**config.mk**
```make
export PLATFORM = sky130hd
export DESIGN_NAME = wishbone_bus_arbiter_flat
export DESIGN_NICKNAME = d
export VERILOG_FILES = /design/src/rtl/wb_arb_pkg.sv /design/src/rtl/wishbone_bus_arbiter_if.sv /design/src/rtl/wb_timeout_counter.sv /design/src/rtl/wishbone_bus_arbiter.sv /design/src/flat_wrapper.sv
export SDC_FILE = /design/constraint.sdc
export NUM_CORES = 1
export LEC_CHECK = 0
export ABC_AREA = 1
export BUFFER_PORTS_ARGS = -buffer_cell sky130_fd_sc_hd__buf_2
export CORE_AREA = 4 4 124 126
export DETAILED_ROUTE_END_ITERATION = 12
export DIE_AREA = 0 0 128 130
export GPL_ROUTABILITY_DRIVEN = 1
export HOLD_SLACK_MARGIN = 0.15
export PLACE_DENSITY = 0.51
export RECOVER_POWER = 25
export SKIP_CTS_REPAIR_TIMING = 1
export SLEW_MARGIN = 10
export SYNTH_ARGS = -nofsm -noshare
export SYNTH_HDL_FRONTEND = slang
export SYNTH_SLANG_ARGS = --single-unit
```
**constraint.sdc**
```tcl
create_clock -name clk -period 3.3 [get_ports clk]
set_clock_uncertainty 0.2 [all_clocks]
set_input_delay 0.66 -clock clk [delete_from_list [all_inputs] [get_ports clk]]
set_output_delay 0.66 -clock clk [all_outputs]
set_load 0.005 [all_outputs]
```
**src/rtl/wb_arb_pkg.sv**
```systemverilog
// -----------------------------------------------------------------------------
// wb_arb_pkg
// Shared types and constants for the two-master Wishbone arbiter.
//   arb_state_t  : arbiter FSM states (ABORT is reachable only when the
//                  WB_ARB_TIMEOUT_EN build option is defined)
//   CTI_*        : Wishbone cycle-type identifiers seen on the buses
//   M0_IDX/M1_IDX: master index encoding used by the round-robin pointer
// -----------------------------------------------------------------------------
package wb_arb_pkg;

  typedef enum logic [1:0] {
    IDLE   = 2'd0,
    OWN_M0 = 2'd1,
    OWN_M1 = 2'd2,
    ABORT  = 2'd3
  } arb_state_t;

  localparam logic [2:0] CTI_CLASSIC = 3'b000;
  localparam logic [2:0] CTI_INCR    = 3'b010;
  localparam logic [2:0] CTI_END     = 3'b111;

  // Master 0 is the CPU iBus, master 1 the CPU dBus.
  localparam logic M0_IDX = 1'b0;
  localparam logic M1_IDX = 1'b1;

endpackage

```
**src/rtl/wishbone_bus_arbiter_if.sv**
```systemverilog
// -----------------------------------------------------------------------------
// wishbone_bus_arbiter_if
// One Wishbone classic / registered-feedback port.
//   Request  (master -> slave): cyc, stb, we, adr, dat_mosi, sel, cti, bte
//   Response (slave -> master): ack, err, dat_miso
// Modports:
//   master : the side that issues requests (CPU bus, or arbiter downstream)
//   slave  : the side that answers requests (arbiter upstream, or memory)
// -----------------------------------------------------------------------------
interface wishbone_bus_arbiter_if #(
  parameter int ADDR_W = 30,
  parameter int DATA_W = 32
) ();

  logic                cyc;
  logic                stb;
  logic                we;
  logic [ADDR_W-1:0]   adr;
  logic [DATA_W-1:0]   dat_mosi;
  logic [DATA_W/8-1:0] sel;
  logic [2:0]          cti;
  logic [1:0]          bte;
  logic                ack;
  logic                err;
  logic [DATA_W-1:0]   dat_miso;

  modport master (
    output cyc, stb, we, adr, dat_mosi, sel, cti, bte,
    input  ack, err, dat_miso
  );

  modport slave (
    input  cyc, stb, we, adr, dat_mosi, sel, cti, bte,
    output ack, err, dat_miso
  );

endinterface

```
**src/rtl/wb_timeout_counter.sv**
```systemverilog
// -----------------------------------------------------------------------------
// wb_timeout_counter
// Counts consecutive stalled slave cycles for the arbiter watchdog. Only
// present when WB_ARB_TIMEOUT_EN is defined.
//   clk, reset_n : clock and asynchronous active-low reset
//   enable       : a stalled cycle (stb high, no ack, no err)
//   clear        : restart counting; has priority over enable
//   expired      : count has reached TIMEOUT_CYCLES-1, i.e. the current
//                  cycle is the TIMEOUT_CYCLES-th stalled cycle
// -----------------------------------------------------------------------------
`ifdef WB_ARB_TIMEOUT_EN
module wb_timeout_counter #(
  parameter int TIMEOUT_CYCLES = 255
) (
  input  logic clk,
  input  logic reset_n,
  input  logic enable,
  input  logic clear,
  output logic expired
);

  localparam int CNT_W = $clog2(TIMEOUT_CYCLES + 1);

  logic [CNT_W-1:0] count;

  always_ff @(posedge clk or negedge reset_n) begin
    if (!reset_n) begin
      count <= '0;
    end else if (clear) begin
      count <= '0;
    end else if (enable) begin
      count <= count + CNT_W'(1);
    end
  end

  assign expired = (count == CNT_W'(TIMEOUT_CYCLES - 1));

endmodule
`endif

```
**src/rtl/wishbone_bus_arbiter.sv**
```systemverilog
// -----------------------------------------------------------------------------
// wishbone_bus_arbiter
// Two-master, one-slave Wishbone arbiter placed directly after the CPU
// wrapper. Master 0 = iBus, master 1 = dBus. Contention is resolved
// round-robin; a grant is held for the whole CYC so CTI bursts stay intact.
// The grant is registered (one cycle of arbitration latency); once granted,
// requests and responses pass through combinationally.
//
// Ports:
//   clk      : system clock, rising edge
//   reset_n  : asynchronous active-low reset
//   m0       : iBus upstream port (arbiter acts as its slave)
//   m1       : dBus upstream port (arbiter acts as its slave)
//   s        : downstream port to the shared interconnect
//
// Build option:
//   WB_ARB_TIMEOUT_EN : when defined, an access stalled for TIMEOUT_CYCLES
//                       cycles is terminated towards the owner with a
//                       one-cycle err, the slave side is idled, and the
//                       arbiter waits in ABORT until the owner drops cyc.
// -----------------------------------------------------------------------------
module wishbone_bus_arbiter
  import wb_arb_pkg::*;
#(
  parameter int ADDR_W         = 30,
  parameter int DATA_W         = 32,
  parameter int TIMEOUT_CYCLES = 255
) (
  input  logic                   clk,
  input  logic                   reset_n,
  wishbone_bus_arbiter_if.slave  m0,
  wishbone_bus_arbiter_if.slave  m1,
  wishbone_bus_arbiter_if.master s
);

  if (TIMEOUT_CYCLES < 2) begin : g_bad_timeout
    $error("wishbone_bus_arbiter: TIMEOUT_CYCLES must be at least 2");
  end

  arb_state_t state;
  logic       last_grant;

  logic in_own;
  logic owner_m1;
  logic owner_cyc;
  logic owner_stb;
  logic timeout_hit;

  // ---------------------------------------------------------------------------
  // Owner decode. In ABORT the owner is the master that timed out, which was
  // recorded in last_grant when ABORT was entered.
  // ---------------------------------------------------------------------------
  always_comb begin
    in_own    = (state == OWN_M0) || (state == OWN_M1);
    owner_m1  = (state == OWN_M1) || ((state == ABORT) && (last_grant == M1_IDX));
    owner_cyc = owner_m1 ? m1.cyc : m0.cyc;
    owner_stb = owner_m1 ? m1.stb : m0.stb;
  end

  // ---------------------------------------------------------------------------
  // Stall watchdog
  // ---------------------------------------------------------------------------
`ifdef WB_ARB_TIMEOUT_EN
  logic stall;
  logic wd_clear;
  logic expired;

  // A stalled cycle is a live strobe from the owner with no termination.
  assign stall    = in_own && owner_cyc && owner_stb && !s.ack && !s.err;
  // A terminating s_ack in the timeout cycle keeps stall low, so ack wins.
  assign timeout_hit = stall && expired;
  // Any termination or any state change restarts the count.
  assign wd_clear = !in_own || !owner_cyc || s.ack || s.err || timeout_hit;

  wb_timeout_counter #(
    .TIMEOUT_CYCLES (TIMEOUT_CYCLES)
  ) u_timeout (
    .clk     (clk),
    .reset_n (reset_n),
    .enable  (stall),
    .clear   (wd_clear),
    .expired (expired)
  );
`else
  assign timeout_hit = 1'b0;
`endif

  // ---------------------------------------------------------------------------
  // Arbitration FSM
  // ---------------------------------------------------------------------------
  // NOTE: all state is updated with non-blocking assignments so every register
  // samples the pre-edge values, independent of statement order.
  always_ff @(posedge clk or negedge reset_n) begin
    if (!reset_n) begin
      state      <= IDLE;
      // Pointing at M1 makes M0 win the first tie after reset.
      last_grant <= M1_IDX;
    end else begin
      case (state)
        IDLE: begin
          if (m0.cyc && (!m1.cyc || (last_grant == M1_IDX))) begin
            state <= OWN_M0;
          end else if (m1.cyc) begin
            state <= OWN_M1;
          end
        end

        // The other master's cyc is ignored here: the grant lasts until the
        // owner drops cyc, which keeps incrementing bursts unsplit.
        OWN_M0, OWN_M1: begin
          if (!owner_cyc) begin
            state      <= IDLE;
            last_grant <= owner_m1 ? M1_IDX : M0_IDX;
          end else if (timeout_hit) begin
            state      <= ABORT;
            last_grant <= owner_m1 ? M1_IDX : M0_IDX;
          end
        end

`ifdef WB_ARB_TIMEOUT_EN
        ABORT: begin
          if (!owner_cyc) begin
            state <= IDLE;
          end
        end
`endif

        default: state <= IDLE;
      endcase
    end
  end

  // ---------------------------------------------------------------------------
  // Request path: copy of the owner's request while a grant is active, all
  // zero in IDLE and ABORT.
  // ---------------------------------------------------------------------------
  logic                req_cyc;
  logic                req_stb;
  logic                req_we;
  logic [ADDR_W-1:0]   req_adr;
  logic [DATA_W-1:0]   req_dat;
  logic [DATA_W/8-1:0] req_sel;
  logic [2:0]          req_cti;
  logic [1:0]          req_bte;

  // NOTE: every output of this block gets a default first, so no path leaves
  // a value unassigned and no latch is inferred.
  always_comb begin
    req_cyc = 1'b0;
    req_stb = 1'b0;
    req_we  = 1'b0;
    req_adr = '0;
    req_dat = '0;
    req_sel = '0;
    req_cti = CTI_CLASSIC;
    req_bte = '0;
    if (in_own) begin
      req_cyc = owner_cyc;
      req_stb = owner_stb;
      if (owner_m1) begin
        req_we  = m1.we;
        req_adr = m1.adr;
        req_dat = m1.dat_mosi;
        req_sel = m1.sel;
        req_cti = m1.cti;
        req_bte = m1.bte;
      end else begin
        req_we  = m0.we;
        req_adr = m0.adr;
        req_dat = m0.dat_mosi;
        req_sel = m0.sel;
        req_cti = m0.cti;
        req_bte = m0.bte;
      end
    end
  end

  assign s.cyc      = req_cyc;
  assign s.stb      = req_stb;
  assign s.we       = req_we;
  assign s.adr      = req_adr;
  assign s.dat_mosi = req_dat;
  assign s.sel      = req_sel;
  assign s.cti      = req_cti;
  assign s.bte      = req_bte;

  // ---------------------------------------------------------------------------
  // Response path: only the owner sees terminations; read data is broadcast
  // because a non-owner never sees an ack that would qualify it.
  // ---------------------------------------------------------------------------
  logic [DATA_W-1:0] rsp_dat;
  logic              m0_ack_c;
  logic              m0_err_c;
  logic              m1_ack_c;
  logic              m1_err_c;

  always_comb begin
    m0_ack_c = 1'b0;
    m0_err_c = 1'b0;
    m1_ack_c = 1'b0;
    m1_err_c = 1'b0;
    if (in_own) begin
      if (owner_m1) begin
        m1_ack_c = s.ack;
        m1_err_c = s.err || timeout_hit;
      end else begin
        m0_ack_c = s.ack;
        m0_err_c = s.err || timeout_hit;
      end
    end
  end

  assign rsp_dat     = s.dat_miso;
  assign m0.ack      = m0_ack_c;
  assign m0.err      = m0_err_c;
  assign m0.dat_miso = rsp_dat;
  assign m1.ack      = m1_ack_c;
  assign m1.err      = m1_err_c;
  assign m1.dat_miso = rsp_dat;

endmodule

```
**src/flat_wrapper.sv**
```systemverilog
// flat-port wrapper written by rule: the top's interface ports become plain ports
module wishbone_bus_arbiter_flat import wb_arb_pkg::*;
#(
  parameter int ADDR_W         = 30,
  parameter int DATA_W         = 32,
  parameter int TIMEOUT_CYCLES = 255
)
  (clk, reset_n, m0_cyc, m0_stb, m0_we, m0_adr, m0_dat_mosi, m0_sel, m0_cti, m0_bte, m0_ack, m0_err, m0_dat_miso, m1_cyc, m1_stb, m1_we, m1_adr, m1_dat_mosi, m1_sel, m1_cti, m1_bte, m1_ack, m1_err, m1_dat_miso, s_cyc, s_stb, s_we, s_adr, s_dat_mosi, s_sel, s_cti, s_bte, s_ack, s_err, s_dat_miso);
  wishbone_bus_arbiter_if #(.ADDR_W(ADDR_W), .DATA_W(DATA_W)) m0_i ();
  wishbone_bus_arbiter_if #(.ADDR_W(ADDR_W), .DATA_W(DATA_W)) m1_i ();
  wishbone_bus_arbiter_if #(.ADDR_W(ADDR_W), .DATA_W(DATA_W)) s_i ();
  input  logic clk;
  input  logic reset_n;
  input wire logic [$bits(m0_i.cyc)-1:0] m0_cyc;
  input wire logic [$bits(m0_i.stb)-1:0] m0_stb;
  input wire logic [$bits(m0_i.we)-1:0] m0_we;
  input wire logic [$bits(m0_i.adr)-1:0] m0_adr;
  input wire logic [$bits(m0_i.dat_mosi)-1:0] m0_dat_mosi;
  input wire logic [$bits(m0_i.sel)-1:0] m0_sel;
  input wire logic [$bits(m0_i.cti)-1:0] m0_cti;
  input wire logic [$bits(m0_i.bte)-1:0] m0_bte;
  output wire logic [$bits(m0_i.ack)-1:0] m0_ack;
  output wire logic [$bits(m0_i.err)-1:0] m0_err;
  output wire logic [$bits(m0_i.dat_miso)-1:0] m0_dat_miso;
  input wire logic [$bits(m1_i.cyc)-1:0] m1_cyc;
  input wire logic [$bits(m1_i.stb)-1:0] m1_stb;
  input wire logic [$bits(m1_i.we)-1:0] m1_we;
  input wire logic [$bits(m1_i.adr)-1:0] m1_adr;
  input wire logic [$bits(m1_i.dat_mosi)-1:0] m1_dat_mosi;
  input wire logic [$bits(m1_i.sel)-1:0] m1_sel;
  input wire logic [$bits(m1_i.cti)-1:0] m1_cti;
  input wire logic [$bits(m1_i.bte)-1:0] m1_bte;
  output wire logic [$bits(m1_i.ack)-1:0] m1_ack;
  output wire logic [$bits(m1_i.err)-1:0] m1_err;
  output wire logic [$bits(m1_i.dat_miso)-1:0] m1_dat_miso;
  output wire logic [$bits(s_i.cyc)-1:0] s_cyc;
  output wire logic [$bits(s_i.stb)-1:0] s_stb;
  output wire logic [$bits(s_i.we)-1:0] s_we;
  output wire logic [$bits(s_i.adr)-1:0] s_adr;
  output wire logic [$bits(s_i.dat_mosi)-1:0] s_dat_mosi;
  output wire logic [$bits(s_i.sel)-1:0] s_sel;
  output wire logic [$bits(s_i.cti)-1:0] s_cti;
  output wire logic [$bits(s_i.bte)-1:0] s_bte;
  input wire logic [$bits(s_i.ack)-1:0] s_ack;
  input wire logic [$bits(s_i.err)-1:0] s_err;
  input wire logic [$bits(s_i.dat_miso)-1:0] s_dat_miso;
  assign m0_i.cyc = m0_cyc;
  assign m0_i.stb = m0_stb;
  assign m0_i.we = m0_we;
  assign m0_i.adr = m0_adr;
  assign m0_i.dat_mosi = m0_dat_mosi;
  assign m0_i.sel = m0_sel;
  assign m0_i.cti = m0_cti;
  assign m0_i.bte = m0_bte;
  assign m0_ack = m0_i.ack;
  assign m0_err = m0_i.err;
  assign m0_dat_miso = m0_i.dat_miso;
  assign m1_i.cyc = m1_cyc;
  assign m1_i.stb = m1_stb;
  assign m1_i.we = m1_we;
  assign m1_i.adr = m1_adr;
  assign m1_i.dat_mosi = m1_dat_mosi;
  assign m1_i.sel = m1_sel;
  assign m1_i.cti = m1_cti;
  assign m1_i.bte = m1_bte;
  assign m1_ack = m1_i.ack;
  assign m1_err = m1_i.err;
  assign m1_dat_miso = m1_i.dat_miso;
  assign s_cyc = s_i.cyc;
  assign s_stb = s_i.stb;
  assign s_we = s_i.we;
  assign s_adr = s_i.adr;
  assign s_dat_mosi = s_i.dat_mosi;
  assign s_sel = s_i.sel;
  assign s_cti = s_i.cti;
  assign s_bte = s_i.bte;
  assign s_i.ack = s_ack;
  assign s_i.err = s_err;
  assign s_i.dat_miso = s_dat_miso;
  wishbone_bus_arbiter #(.ADDR_W(ADDR_W), .DATA_W(DATA_W), .TIMEOUT_CYCLES(TIMEOUT_CYCLES)) u_core (.clk(clk), .reset_n(reset_n), .m0(m0_i), .m1(m1_i), .s(s_i));
endmodule
```
==> Word-level counts from Yosys, hierarchy flattened <==
Index checks and enable logic that the tools add are counted.
{ "op_classes": {"n_eq_ne": 5, "mux": 29, "bitwise": 1, "reduce_logical": 10} }
{ "ops": {"columns": ["cell", "count"], "rows": [
  ["$mux W32", 2],
  ["$mux W30", 2],
  ["$mux W1", 15],
  ["$mux W2", 5],
  ["$mux W4", 2],
  ["$mux W3", 2],
  ["$eq A2 B2 Y1 const B", 2],
  ["$pmux W2 S2", 1],
  ["$reduce_and A2 Y1", 2],
  ["$logic_or A1 B1 Y1", 3],
  ["$ne A3 B2 Y1 const B", 1],
  ["$eq A2 B1 Y1 const B", 1],
  ["$logic_and A1 B1 Y1", 2],
  ["$logic_not A2 Y1", 1],
  ["$ne A2 B2 Y1 const B", 1],
  ["$reduce_or A2 Y1", 1],
  ["$logic_not A1 Y1", 1],
  ["$not A1 Y1", 1]
]} }
{ "word_totals": {"register_bits": 3, "inputBits": 184, "output_inout_bits": 142, "elab_cells": 47} }

==> Depth between registers and ports, before layout <==
{ "logic_depth": {"ltp_word": 6, "depth_mapped": 10, "depth_no_buf": 9} }

==> Worst setup path after synthesis <==
Ideal clock, no wire load.
{ "synth_timing": {"path_type": "register to output", "startpoint": "register u_core.state[1]", "endpoint": "output port s_dat_mosi[0]", "t_arrival_ps": 1258, "required_time_ps": 2440, "slack_ps": 1182, "stages_incl_launch_ff": 7, "path_buffers": 2, "path_cell_list": "dfrtp_1 > inv_1 > ha_1 > buf_2 > buf_2 > o21ai_0 > nor2_1"} }
{ "synth_via": {"elab_chain_cells": 5, "elab_cells_between_ends": 8, "classes_between": "3 x eq/ne; 2 x mux; 3 x reduce/logical"} }
{ "synth_lines": {"columns": ["element", "line", "rtl"], "rows": [
  ["start, declared", "wishbone_bus_arbiter.sv:40", "arb_state_t state;"],
  ["start signal, assigned", "wishbone_bus_arbiter.sv:95", "state <= IDLE;"],
  ["start signal, assigned", "wishbone_bus_arbiter.sv:102", "state <= OWN_M0;"],
  ["start signal, assigned", "wishbone_bus_arbiter.sv:104", "state <= OWN_M1;"],
  ["$eq A2 B2 Y1", "wishbone_bus_arbiter.sv:55", "owner_m1 = (state == OWN_M1) || ((state == ABORT) && (last_grant == M1_IDX));"],
  ["$logic_and A1 B1 Y1", "wishbone_bus_arbiter.sv:55", null],
  ["$logic_or A1 B1 Y1", "wishbone_bus_arbiter.sv:55", null],
  ["$mux W32", "wishbone_bus_arbiter.sv:160", "if (owner_m1) begin"],
  ["$mux W32 *", "wishbone_bus_arbiter.sv:157", "if (in_own) begin"],
  ["end, declared", "flat_wrapper.sv:40", "output wire logic [$bits(s_i.dat_mosi)-1:0] s_dat_mosi;"]
]} }
Every way passes the cells marked *; elsewhere a longest branch is shown, timed or not.

==> Final worst setup path <==
{ "layout_timing": {"startpoint": "register u_core.state[0]", "endpoint": "output port s_dat_mosi[11]"} }
The elaborated chain is that of the path after synthesis.

==> results by group <==
Cells and area
  – Antenna diodes: 0
  – Filler cells: 1,716
  – Commonest non-fill, non-tap cells in the layout: buf_2 (228), nor2_1 (150), o21ai_0 (67)
  – Finished Layout Cells: 682
  – Final nets: 686
  – Layout area overhead: 48.0%
  – Commonest non-fill, non-tap cell in the layout: buf_2
  – Share of cells above drive strength 1: 49.2%

Yosys
  – Seq cells post-synth: 3
  – Main combinational cell family by area after synthesis: buffers and inverters
  – Mapped Avg Cell Area: 5.34 um^2
  – Netlist cell types: 22
  – Xor-xnor portion of the synthesized cell area: 0%
  – Post-Synth Adder-Cell Area: 2.03%
  – Compound-cell area share of the yosys netlist: 21.5%
  – Sequential-to-total area share from yosys stat: 4.12%
  – Synth warn: 0
  – Mapped Area: 1850 um^2
  – Post-Synth Simple-Gate Area: 35.5%
  – Gate Count Post-Synth: 347
  – Syn_nets: 534
  – Post-synthesis mux area share: 0%

Die
  – I/O Pins: 326
  – Starting Density: 12.9%
  – Die Width: 128 um
  – Die span in y: 130 um
  – Die ar.: 16,600 um^2
  – Number of cell rows: 44
  – Core area: 14,300 um^2

STA
  – Unrepaired setup endpoints after global routing: no
  – Slew @ Worst Pin: 0.390 ns
  – F_max: 358 MHz
  – Min cycle time layout: 2.79 ns
  – Final hold vios: 0
  – Setup violations, final: 0
  – Hold_ws: 0.300 ns
  – Slew headroom: 74.0%
  – Setup TNS Final: 0 ns
  – Slew Limit Fails: 0
  – Final period util: 84.6%

Clock tree
  – Root Driver: clkbuf_16
  – Clk sinks: 3
  – CTS max path bufs: 2
  – H-tree Lvls: 1
  – Clock transition at the registers of the reported paths: 0.03 ns
  – Inserted Clock Buffers: 3
  – CTS tree: built
  – Clk_lat worst skew: 0.22 ns

Routing
  – Routed vias: 2,602
  – Initial DRC count: 75
  – # DRC: 0
  – Routed Antenna Nets: 0
  – DR vias/cell: 3.82
  – Post-Route WL: 8270 um
  – WL per Instance: 12.1 um
  – Router iterations before antenna repair: 4

Setup path
  – Internal reg-to-reg setup slack: 1.38 ns
  – Startpoint Class: register
  – CP peak stage delay: 0.36 ns
  – CP max FO: 76
  – Slowest cell on the critical path: dfrtp_1
  – R2r startpoint: u_core.state[0]
  – CP Cell Sequence: inv_1, ha_1, inv_1, nand2_4, inv_2, buf_12, nor2_1, nor2_1, buf_2
  – Worst Path Arrival: 1.93 ns
  – Setup Crit Path Kind: reg -> out
  – Worst setup EP type: output port
  – Worst EP required: 2.44 ns
  – CP startpoint: u_core.state[0]

Global route
  – Antenna violations before repair: 1
  – Vias in the first global route: 2,259
  – First-pass GRT wire length: 11,500 um
  – Pin count of the biggest net entering global routing: 77
  – GR Overflow Total: 0
  – GRT Overall Usage: 8.56%

Power and ir drop
  – Peak supply drop: 0.250 mV
  – Leak pwr: 0.00166 uW
  – Power Total: 2260 uW
  – Pwr dens: 826 nW/um^2

Place
  – Hpwl dp: 6860 um
  – Placed cells: 677
  – Port Buffer Count: 229
  – Placer's final routability congestion estimate: 0.754

Outcome
  – Status: finished clean

Hold path
  – HP Class: reg -> reg
  – Hold Path Origin: u_core.state[0]

Flow run
  – Max-cap viol count: 0
[final timing paths]
path / end / cells after the start
min in group asynchronous: u_core.state[0] / 2
worst max-delay path: s_dat_mosi[11] / 9
worst min register to register: u_core.state[0] / 2
max in group asynchronous: u_core.last_grant / 2
worst min-delay path: u_core.state[0] / 2
worst max register to register: u_core.state[1] / 10
[cell families after synthesis]
| group | Yosys count |
|---|---|
| fa+ha+maj | 3 |
| flops | 3 |
| simple gates | 166 |
| compound gates | 76 |
| buf+inv | 99 |
[critical path: cells and delay by family, from the launching register on]
kind	cells	cell delay [ns]
flip-flops	1	0.36
adder cells (fa/ha/maj)	1	0.21
AND/OR/NAND/NOR	3	0.37
buffers and inverters	5	0.72
[state kept, by name, summed over array words and instances (netlist names)]
name / cells
u_core.last_grant: 1
u_core.state: 2
[per-layer routing]
metal	GRT usage, %	share of wire (%)
met1	9.47	37
met5	0	0.16
met4	2.50	2.4
met2	14.9	47
met3	3.77	13
[report_power, final]
group	total, uW	switching, uW	internal (uW)	leakage (uW)
sequential	68.4	13.2	55.1	0.0000364
clock	193	33.6	159	0.0000382
combinational	2000	1170	836	0.00159
[synthesized netlist by cell type, drive strengths merged]
master    n  area (um^2)
o21ai    74          370
a31oi     2         27.5
dfrtp     2         50.1
clkbuf    5         18.8
inv      11         41.3
nor2    150          563
dfstp     1         26.3
nor3      4         30.0
nand3     4         25.0
buf      83          622
ha        3         37.5
nand2     8         40.0
[through the flow]
| step | util [%] | area [um^2] | setup slack, ns |
|---|---|---|---|
| after floorplan | - | 1850 | 1.18 |
| after global placement | 18.5 | 2650 | 0.738 |
| after detailed placement | 18.5 | 2650 | 0.717 |
| after CTS | 19.1 | 2730 | 0.474 |
| after global routing | 19.1 | 2740 | 0.302 |
| final | 19.1 | 2740 | 0.509 |
[area by class of cell]
cell class / instances / area [um^2] / share of cell area (%)
repair buffers: 235 / 1220 / 44.4
multi-input cells: 245 / 1100 / 40.0
well taps: 184 / 230 / 8.40
clock buffers: 4 / 78.8 / 2.88
flip-flops and latches: 3 / 76.3 / 2.79
inverters: 11 / 41.3 / 1.51
Power figures use the tool's default switching activity.
